**src/rtl/cnn_acc_ci_seq.sv**
```systemverilog
// Purpose: accumulates per-channel-group kernel partial sums over a tile of beats into one output tile.
// Latency: result registered 1 cycle after the last accepted beat; no bubble between back-to-back tiles.
// Backpressure: o_in_ready follows i_ot_ready while a result waits; result is held until i_ot_ready.
// Optional macro CNN_ACC_SAT_EN: saturate output pixels to DATA_LEN signed range (default: truncate).
module cnn_acc_ci_seq #(
  parameter int OX        = 3,
  parameter int OY        = 3,
  parameter int DATA_LEN  = 8,
  parameter int ACC_LEN   = 20,
  parameter int PCH       = 4,
  parameter int MAX_BEATS = 16,
  localparam int CNT_W    = $clog2(MAX_BEATS + 1)
) (
  input  logic                         clk,
  input  logic                         reset,
  input  logic                         i_soft_reset,
  input  logic [CNT_W-1:0]             i_num_beats,
  input  logic                         i_in_valid,
  output logic                         o_in_ready,
  input  logic [PCH*OX*OY*DATA_LEN-1:0] i_in_psum,
  output logic                         o_ot_valid,
  input  logic                         i_ot_ready,
  output logic [OX*OY*DATA_LEN-1:0]    o_ot_ci_acc,
  output logic                         o_busy
);

  localparam int NPIX = OX * OY;

  typedef enum logic [1:0] {IDLE, ACC, OUT} state_t;

  state_t r_state;
  state_t w_state_nxt;

  logic                       w_accept;
  logic                       w_start;
  logic                       w_add;
  logic                       w_to_out;
  logic [CNT_W-1:0]           r_cnt;
  logic [CNT_W-1:0]           r_nb;
  logic [CNT_W-1:0]           w_nb_new;
  logic [CNT_W-1:0]           w_cnt_inc;
  logic signed [ACC_LEN-1:0]  r_acc     [NPIX];
  logic signed [ACC_LEN-1:0]  w_bsum    [NPIX];
  logic signed [ACC_LEN-1:0]  w_acc_nxt [NPIX];
  logic [DATA_LEN-1:0]        w_pix     [NPIX];
  logic [NPIX*DATA_LEN-1:0]   r_ot_ci_acc;

  assign w_cnt_inc   = r_cnt + CNT_W'(1);
  assign o_busy      = (r_state != IDLE);
  assign o_ot_valid  = (r_state == OUT);
  assign o_ot_ci_acc = r_ot_ci_acc;

  // Beat count for a new tile: zero means one beat, oversize clamps to MAX_BEATS
  always_comb begin
    if (i_num_beats == '0) begin
      w_nb_new = CNT_W'(1);
    end else if (i_num_beats > CNT_W'(MAX_BEATS)) begin
      w_nb_new = CNT_W'(MAX_BEATS);
    end else begin
      w_nb_new = i_num_beats;
    end
  end

  // Per-pixel datapath: lane sum, next accumulator value, output formatting
  for (genvar p = 0; p < NPIX; p++) begin : g_pix
    // Sign-extended sum of all PCH lanes for this pixel
    always_comb begin
      w_bsum[p] = '0;
      for (int c = 0; c < PCH; c++) begin
        w_bsum[p] = w_bsum[p] + ACC_LEN'($signed(i_in_psum[(c*NPIX+p)*DATA_LEN +: DATA_LEN]));
      end
    end

    // First beat of a tile loads, later beats add (wraps modulo 2^ACC_LEN)
    always_comb begin
      w_acc_nxt[p] = w_start ? w_bsum[p] : (r_acc[p] + w_bsum[p]);
    end

`ifdef CNN_ACC_SAT_EN
    logic [ACC_LEN-DATA_LEN:0] w_hi;
    assign w_hi = w_acc_nxt[p][ACC_LEN-1:DATA_LEN-1];

    // Saturate when the bits above the output sign bit are not a pure sign extension
    always_comb begin
      if ((&w_hi) || !(|w_hi)) begin
        w_pix[p] = w_acc_nxt[p][DATA_LEN-1:0];
      end else if (w_acc_nxt[p][ACC_LEN-1]) begin
        w_pix[p] = {1'b1, {(DATA_LEN-1){1'b0}}};
      end else begin
        w_pix[p] = {1'b0, {(DATA_LEN-1){1'b1}}};
      end
    end
`else
    // Plain truncation to the output width
    always_comb begin
      w_pix[p] = w_acc_nxt[p][DATA_LEN-1:0];
    end
`endif
  end

  // State register; soft reset forces IDLE and wins over any beat
  always_ff @(posedge clk or posedge reset) begin
    if (reset) begin
      r_state <= IDLE;
    end else if (i_soft_reset) begin
      r_state <= IDLE;
    end else begin
      r_state <= w_state_nxt;
    end
  end

  // Next state, input ready and datapath controls
  always_comb begin
    w_state_nxt = r_state;
    o_in_ready  = 1'b0;
    w_start     = 1'b0;
    w_add       = 1'b0;
    w_to_out    = 1'b0;
    w_accept    = 1'b0;
    case (r_state)
      IDLE: begin
        o_in_ready = 1'b1;
        w_accept   = i_in_valid && !i_soft_reset;
        w_start    = w_accept;
      end
      ACC: begin
        o_in_ready = 1'b1;
        w_accept   = i_in_valid && !i_soft_reset;
        w_add      = w_accept;
      end
      OUT: begin
        o_in_ready = i_ot_ready;
        w_accept   = i_in_valid && i_ot_ready && !i_soft_reset;
        w_start    = w_accept;
        if (i_ot_ready && !w_accept) begin
          w_state_nxt = IDLE;
        end
      end
      default: begin
        w_state_nxt = IDLE;
      end
    endcase
    if (w_start) begin
      w_to_out    = (w_nb_new == CNT_W'(1));
      w_state_nxt = w_to_out ? OUT : ACC;
    end else if (w_add) begin
      w_to_out    = (w_cnt_inc == r_nb);
      w_state_nxt = w_to_out ? OUT : ACC;
    end
  end

  // Accumulator, beat counter, tile length and registered result
  always_ff @(posedge clk or posedge reset) begin
    if (reset) begin
      r_cnt       <= '0;
      r_nb        <= CNT_W'(1);
      r_ot_ci_acc <= '0;
      for (int p = 0; p < NPIX; p++) r_acc[p] <= '0;
    end else if (i_soft_reset) begin
      r_cnt       <= '0;
      r_nb        <= CNT_W'(1);
      r_ot_ci_acc <= '0;
      for (int p = 0; p < NPIX; p++) r_acc[p] <= '0;
    end else begin
      if (w_start) begin
        r_cnt <= CNT_W'(1);
        r_nb  <= w_nb_new;
      end else if (w_add) begin
        r_cnt <= w_cnt_inc;
      end
      if (w_start || w_add) begin
        for (int p = 0; p < NPIX; p++) r_acc[p] <= w_acc_nxt[p];
      end
      if (w_to_out) begin
        for (int p = 0; p < NPIX; p++) r_ot_ci_acc[p*DATA_LEN +: DATA_LEN] <= w_pix[p];
      end
    end
  end

endmodule
```
**config.mk**
```make
export PLATFORM = sky130hd
export DESIGN_NAME = cnn_acc_ci_seq
export DESIGN_NICKNAME = d
export VERILOG_FILES = /design/src/rtl/cnn_acc_ci_seq.sv
export SDC_FILE = /design/constraint.sdc
export NUM_CORES = 1
export LEC_CHECK = 0
export CORE_MARGIN = 4
export CORE_UTILIZATION = 23
export CTS_CLUSTER_SIZE = 25
export DETAILED_ROUTE_END_ITERATION = 7
export PLACE_DENSITY_LB_ADDON = 0.12
export SETUP_SLACK_MARGIN = 0.5
export SLEW_MARGIN = 10
export SYNTH_ARGS = -nofsm -noshare
export SYNTH_HDL_FRONTEND = slang
export SYNTH_SLANG_ARGS = --single-unit
```
**constraint.sdc**
```tcl
create_clock -name clk -period 5.83 [get_ports clk]
set_input_delay 1.166 -clock clk [delete_from_list [all_inputs] [get_ports clk]]
set_output_delay 1.166 -clock clk [all_outputs]
set_load 0.05 [all_outputs]
```
==> results.cfg, run 1 <==
[worst_setup_path]
worstSetupStartpointType = input port
crit_type = input port to register
worst-path-max-fanout = 4
cp_data_arrival_time_ps = 5420
required_ps = 6200
worst_r2r_path_depth = 7
rrSetupSlack_ps = 2680
critPathCaptureType = register

[routing]
drt-total-wl_mm = 43.57
firstDrtPassIters = 5
dr_total_vias = 12060
vias_per_cell = 4.225
drt_iter0_markers = 508
wire_per_inst_um = 15.26
drc = 0
drtAntennaViolNets = 0

[placement]
place_congestion = 0.7577
hpwl_mm = 33.39
numPortBuffers = 372

[floorplan]
num_rows = 93
chipHeight_um = 263.4
die_area_um2 = 69400
start_util = 0.2324
die_w_um = 263.4
core-area_um2 = 64580
boundaryPins = 373

[sta]
rsz0062_at_grt = no
slew_headroom = 0.3077
worstMarginPinSlew_ps = 1036
fmax_mhz = 198.1
fin_tns_setup_ps = 0
slew_violations = 0
hold_violations = 0
finalCriticalPeriod_ps = 5049
setup_viol = 0
whs_ps = 492.8
period_share = 0.8661
fin_skew_ps = 12.09

[synthesis]
syn_nets = 2191
synth.avg_cell_area_um2 = 9.202
yosysWarnings = 0
synth-seq-cells = 156
syn_area_um2 = 15010
netlist_instances = 1631
synth_edf_count = 0
dominantRegCellSynth = dfrtp_1
async_flop_share = 1.000
yosysSeqAreaShare = 0.2602
synth_cell_types = 53

[global_routing]
grt_pass1_vias = 12850
antenna_found_initial = 0
grt_use_total = 0.1269
overflow = 0
grt_pass1_wl_mm = 69.14
grt_max_degree = 153

[pwr]
p_comb_frac = 0.657
power.switching_mw = 3.771
swShare = 0.4546
p_leak_nw = 9.489
power_density_nw_per_um2 = 408.6
ir_drop_mv = 0.1456
p_int_mw = 4.525
power_frac_clock = 0.143
pwr-share-seq = 0.200

[status]
outcome = complete, no violations

[clock_network]
cts_setup_buffers = 0
cts-hold-fix-buffers = 0
clock-sinks = 156
cts_tree = done
cts_buffer_depth = 2
cts.clk_slew.worst_paths_ps = 70
cts_resized = 0
clock_latency_ps = 490
h-tree-depth = 4
numCtsBuffers = 17
cts_root_buf = clkbuf_16

[layout]
layout-drive-gt1-share = 0.05000
layout_commonest_cell = clkdlybuf4s50_1
layout_common_cells = clkdlybuf4s50_1, inv_1, dfrtp_1
finalNetCount = 2548
n_antenna_cell = 0
num-fill-cells = 6765
areaGrowthSynthToFinish_pct = 35.28

[hold_path]
min_path_type = register to register
min_path_cells = 1

[flow_run]
maxCapViolCount = 0
[synth_stat cells (14+ instances only)]
cell type / number / area share
a211oi_1: 21 / 0.011
a21o_1: 36 / 0.018
a21oi_1: 133 / 0.044
buf_2: 17 / 0.0057
clkbuf_1: 14 / 0.0035
dfrtp_1: 155 / 0.26
fa_1: 135 / 0.18
ha_1: 127 / 0.11
inv_1: 330 / 0.083
mux2_2: 43 / 0.032
mux2i_1: 23 / 0.015
nand2_1: 100 / 0.025
nor2_1: 81 / 0.020
nor2b_1: 27 / 0.011
o21ai_0: 113 / 0.038
xnor2_1: 92 / 0.054
xor2_1: 40 / 0.023
[routing by layer]
layer	GRT usage	vias to the layer above	routed length [um]
li1	-	6001	-
met1	0.1563	5788	19230
met2	0.2188	247	21410
met3	0.03832	27	2471
met4	0.02885	0	465
met5	0	-	0
[path summary, 6_finish.rpt]
check	startpoint	to
max in group asynchronous	reset	o_ot_ci_acc[49]
max reg2reg	r_state[1]	r_acc[67]
min in group asynchronous	reset	o_ot_ci_acc[36]
min	o_ot_ci_acc[33]	o_ot_ci_acc[33]
min reg2reg	o_ot_ci_acc[33]	o_ot_ci_acc[33]
max	i_in_psum[17]	o_ot_ci_acc[23]
[state kept, by name, indices dropped and copies added, names as in the netlist]
| register | flops |
|---|---|
| r_cnt | 5 |
| r_state | 2 |
| r_nb | 5 |
| r_acc | 72 |
| o_ot_ci_acc | 72 |
[kinds of logic (layout without fill, tap and decap cells)]
logic type | after synthesis | in the layout | synth area share
buffers and inverters | 375 | 744 | 0.09804
AOI/OAI and AO/OA | 371 | 371 | 0.1475
and+or+nand+nor | 269 | 269 | 0.08370
adders and majority gates | 262 | 262 | 0.2860
DFF | 156 | 156 | 0.2602
xor gates and xnor gates | 132 | 132 | 0.07703
muxes | 66 | 66 | 0.04760
[worst max-delay path: stages]
cell and delay, ps:
clkdlybuf4s50_1 450, inv_1 50, fa_1 500, fa_1 510, inv_1 40, ha_1 220, fa_1 420, a21o_1 200
a21oi_1 170, xnor2_1 160, ha_1 310, a21o_1 220, a221oi_1 340, mux2i_1 270, xnor2_1 120, mux2_2 270
[power groups by stage]
stage / clock, mW / sequential [mW] / combinational, mW
6_report: 1.18 / 1.66 / 5.45
5_1_grt: 1.29 / 1.71 / 6.13
4_1_cts: 1.25 / 1.67 / 5.55
3_5_place_dp: 0 / 1.68 / 5.51
3_3_place_gp: 0 / 1.68 / 5.45
2_1_floorplan: 0 / 2.25 / 3.44
[through the flow]
step | power, mW | area (um2) | setup slack [ps] | std cells | utilization
4_1_cts | 8.459 | 20300 | 806.7 | 2855 | 0.3144
6_report | 8.296 | 20300 | 780.8 | 2855 | 0.3144
2_1_floorplan | 5.686 | 15010 | 960.9 | 1631 | -
3_5_place_dp | 7.190 | 19710 | 268.8 | 2824 | 0.3052
5_1_grt | 9.129 | 20300 | 550.0 | 2855 | 0.3144
3_3_place_gp | 7.127 | 19710 | 311.9 | 2824 | 0.3052
[final cells by class]
cell class	count	area (um2)	area share
multi-input combinational	1100	9671	0.4763
sequential	156	3905	0.1923
timing repair buffer	382	3819	0.1881
inverter	331	1246	0.06138
tap	855	1070	0.05269
clock buffer	21	450.4	0.02219
clock inverter	10	142.6	0.007025
No activity file was read; power rests on OpenSTA's default activity.
==> run 2, diff against run 1 <==
- ABC_AREA: not set -> 1
==> results.cfg, run 2 <==
[floorplan]
core-area_um2 = 71980
boundaryPins = 373
die_w_um = 278.3
die_area_um2 = 77460
start_util = 0.2335
chipHeight_um = 278.3
num_rows = 98

[synthesis]
syn_area_um2 = 16810
async_flop_share = 1.000
netlist_instances = 2402
yosysTopAreaCell = dfrtp_1
synth_cell_types = 38
synth-seq-cells = 156
yosysMostFrequentCell = nand2_1
synth.top_cells.by_count = nand2_1, inv_1, dfrtp_1, nand3_1, fa_1
synth.avg_cell_area_um2 = 6.997
synth_edf_count = 0
yosysSeqAreaShare = 0.2323
dominantRegCellSynth = dfrtp_1
synth_top_area_frac = 0.2308
yosysWarnings = 0
syn_nets = 2962
netlist_top_cells_area = dfrtp_1, nand2_1, fa_1

[layout]
layout_common_cells = nand2_1, inv_1, clkdlybuf4s50_1
n_antenna_cell = 0
finalNetCount = 3317
num-fill-cells = 7754
areaGrowthSynthToFinish_pct = 32.53
multi_input_area_um2 = 10580
regArea_um2 = 3905
layout_commonest_cell = nand2_1
layout-drive-gt1-share = 0.02130

[sta]
hold_violations = 0
slew_headroom = 0.3598
finalCriticalPeriod_ps = 4719
period_share = 0.8094
setup_viol = 0
worstMarginPinSlew_ps = 960.3
rsz0062_at_grt = no
fin_skew_ps = 10.74
slew_violations = 0
fin_tns_setup_ps = 0
fmax_mhz = 211.9

[routing]
drtAntennaViolNets = 0
drc = 0
firstDrtPassIters = 5
vias_per_cell = 4.175
drt-total-wl_mm = 50.76
dr_total_vias = 15530
wire_per_inst_um = 13.65
drt_iter0_markers = 610

[worst_setup_path]
crit_type = input port to register
cp_data_arrival_time_ps = 5080
worst-path-max-fanout = 5
worstSetupStartpointType = input port
required_ps = 6190
critPathCaptureType = register

[global_routing]
overflow = 0
grt_max_degree = 80
grt_use_total = 0.1316
grt_pass1_wl_mm = 82.17
antenna_found_initial = 1
grt_pass1_vias = 15780

[pwr]
power_density_nw_per_um2 = 421.9
power.total_mw = 9.399
p_leak_nw = 12.14
ir_drop_mv = 0.2222

[status]
outcome = complete, no violations

[hold_path]
min_path_type = register to register

[clock_network]
cts_tree = done
clock-sinks = 156
numCtsBuffers = 17
cts_resized = 0
cts.clk_slew.worst_paths_ps = 60
clock_latency_ps = 480
cts-hold-fix-buffers = 0
h-tree-depth = 4
cts_setup_buffers = 0
cts_root_buf = clkbuf_16
cts_buffer_depth = 2

[placement]
hpwl_mm = 38.44
numPortBuffers = 372
place_congestion = 0.8170

[flow_run]
maxCapViolCount = 0
## run 2: cell families after synthesis
group	count (synthesis)	synth area share
DFF	156	0.2323
xor gates and xnor gates	77	0.04012
adders and majority gates	262	0.2553
buffers and inverters	605	0.1383
AOI/OAI and AO/OA	180	0.06246
and+or+nand+nor	1122	0.2714
## run 2: metal layers
metal	wire (um)	up-vias	GRT usage	share of wire
met2	23820	273	0.2215	0.47
met1	23650	7246	0.1711	0.47
met5	8	-	0	0.00016
met3	2717	31	0.03330	0.054
li1	-	7979	-	-
met4	568	2	0.02846	0.011
## run 2: metrics by stage
stage | cell area (um2) | setup WS, ps | hold slack (ps) | cells | utilization
floorplan | 16810 | 1429 | 455.3 | 2402 | -
global placement | 21630 | 679.8 | 460.4 | 3688 | 0.3005
detailed placement | 21630 | 596.2 | 461.7 | 3688 | 0.3005
CTS | 22280 | 1124 | 478.6 | 3720 | 0.3095
global route | 22280 | 786.9 | 493.5 | 3720 | 0.3095
finish | 22280 | 1111 | 471.5 | 3720 | 0.3095
## run 2: path summary, 6_finish.rpt
| path | slack (ps) | startpoint | endpoint | cells past startpoint |
|---|---|---|---|---|
| worst min-delay path | 470 | o_ot_ci_acc[32] | o_ot_ci_acc[32] | 2 |
| worst max register to register | 2770 | r_state[0] | r_acc[124] | 8 |
| worst max-delay path | 1110 | i_in_psum[65] | o_ot_ci_acc[71] | 20 |
| worst min register to register | 470 | o_ot_ci_acc[32] | o_ot_ci_acc[32] | 2 |
| max in group asynchronous | 3470 | reset | o_ot_ci_acc[8] | 3 |
| min in group asynchronous | 1210 | reset | o_ot_ci_acc[51] | 2 |
## run 2: layout make-up
class / count / share of cell area
clock buffer: 19 / 0.01943
clock inverter: 13 / 0.009661
inverter: 557 / 0.09425
multi-input combinational: 1641 / 0.4751
sequential: 156 / 0.1753
tap: 950 / 0.05336
timing repair buffer: 384 / 0.1729
## run 2: report_power, final
part / leakage [nW] / total (mW) / switching, mW / internal, mW
combinational: 9.83 / 6.36 / 3.97 / 2.39
sequential: 2.02 / 1.73 / 0.238 / 1.50
clock: 0.300 / 1.30 / 0.542 / 0.763
## run 2: worst max-delay path, stage by stage
cell and delay (ps):
clkdlybuf4s50_1 450, inv_1 50, fa_1 490, fa_1 510, inv_1 40, ha_1 230, fa_1 430, inv_1 100
o21bai_1 80, xor2_1 210, inv_1 80, ha_1 340, nand2_1 110, inv_1 40, a21oi_1 240, nand3_1 130
nand3_1 100, nand3_1 110, nand4_1 100, nand2_1 60
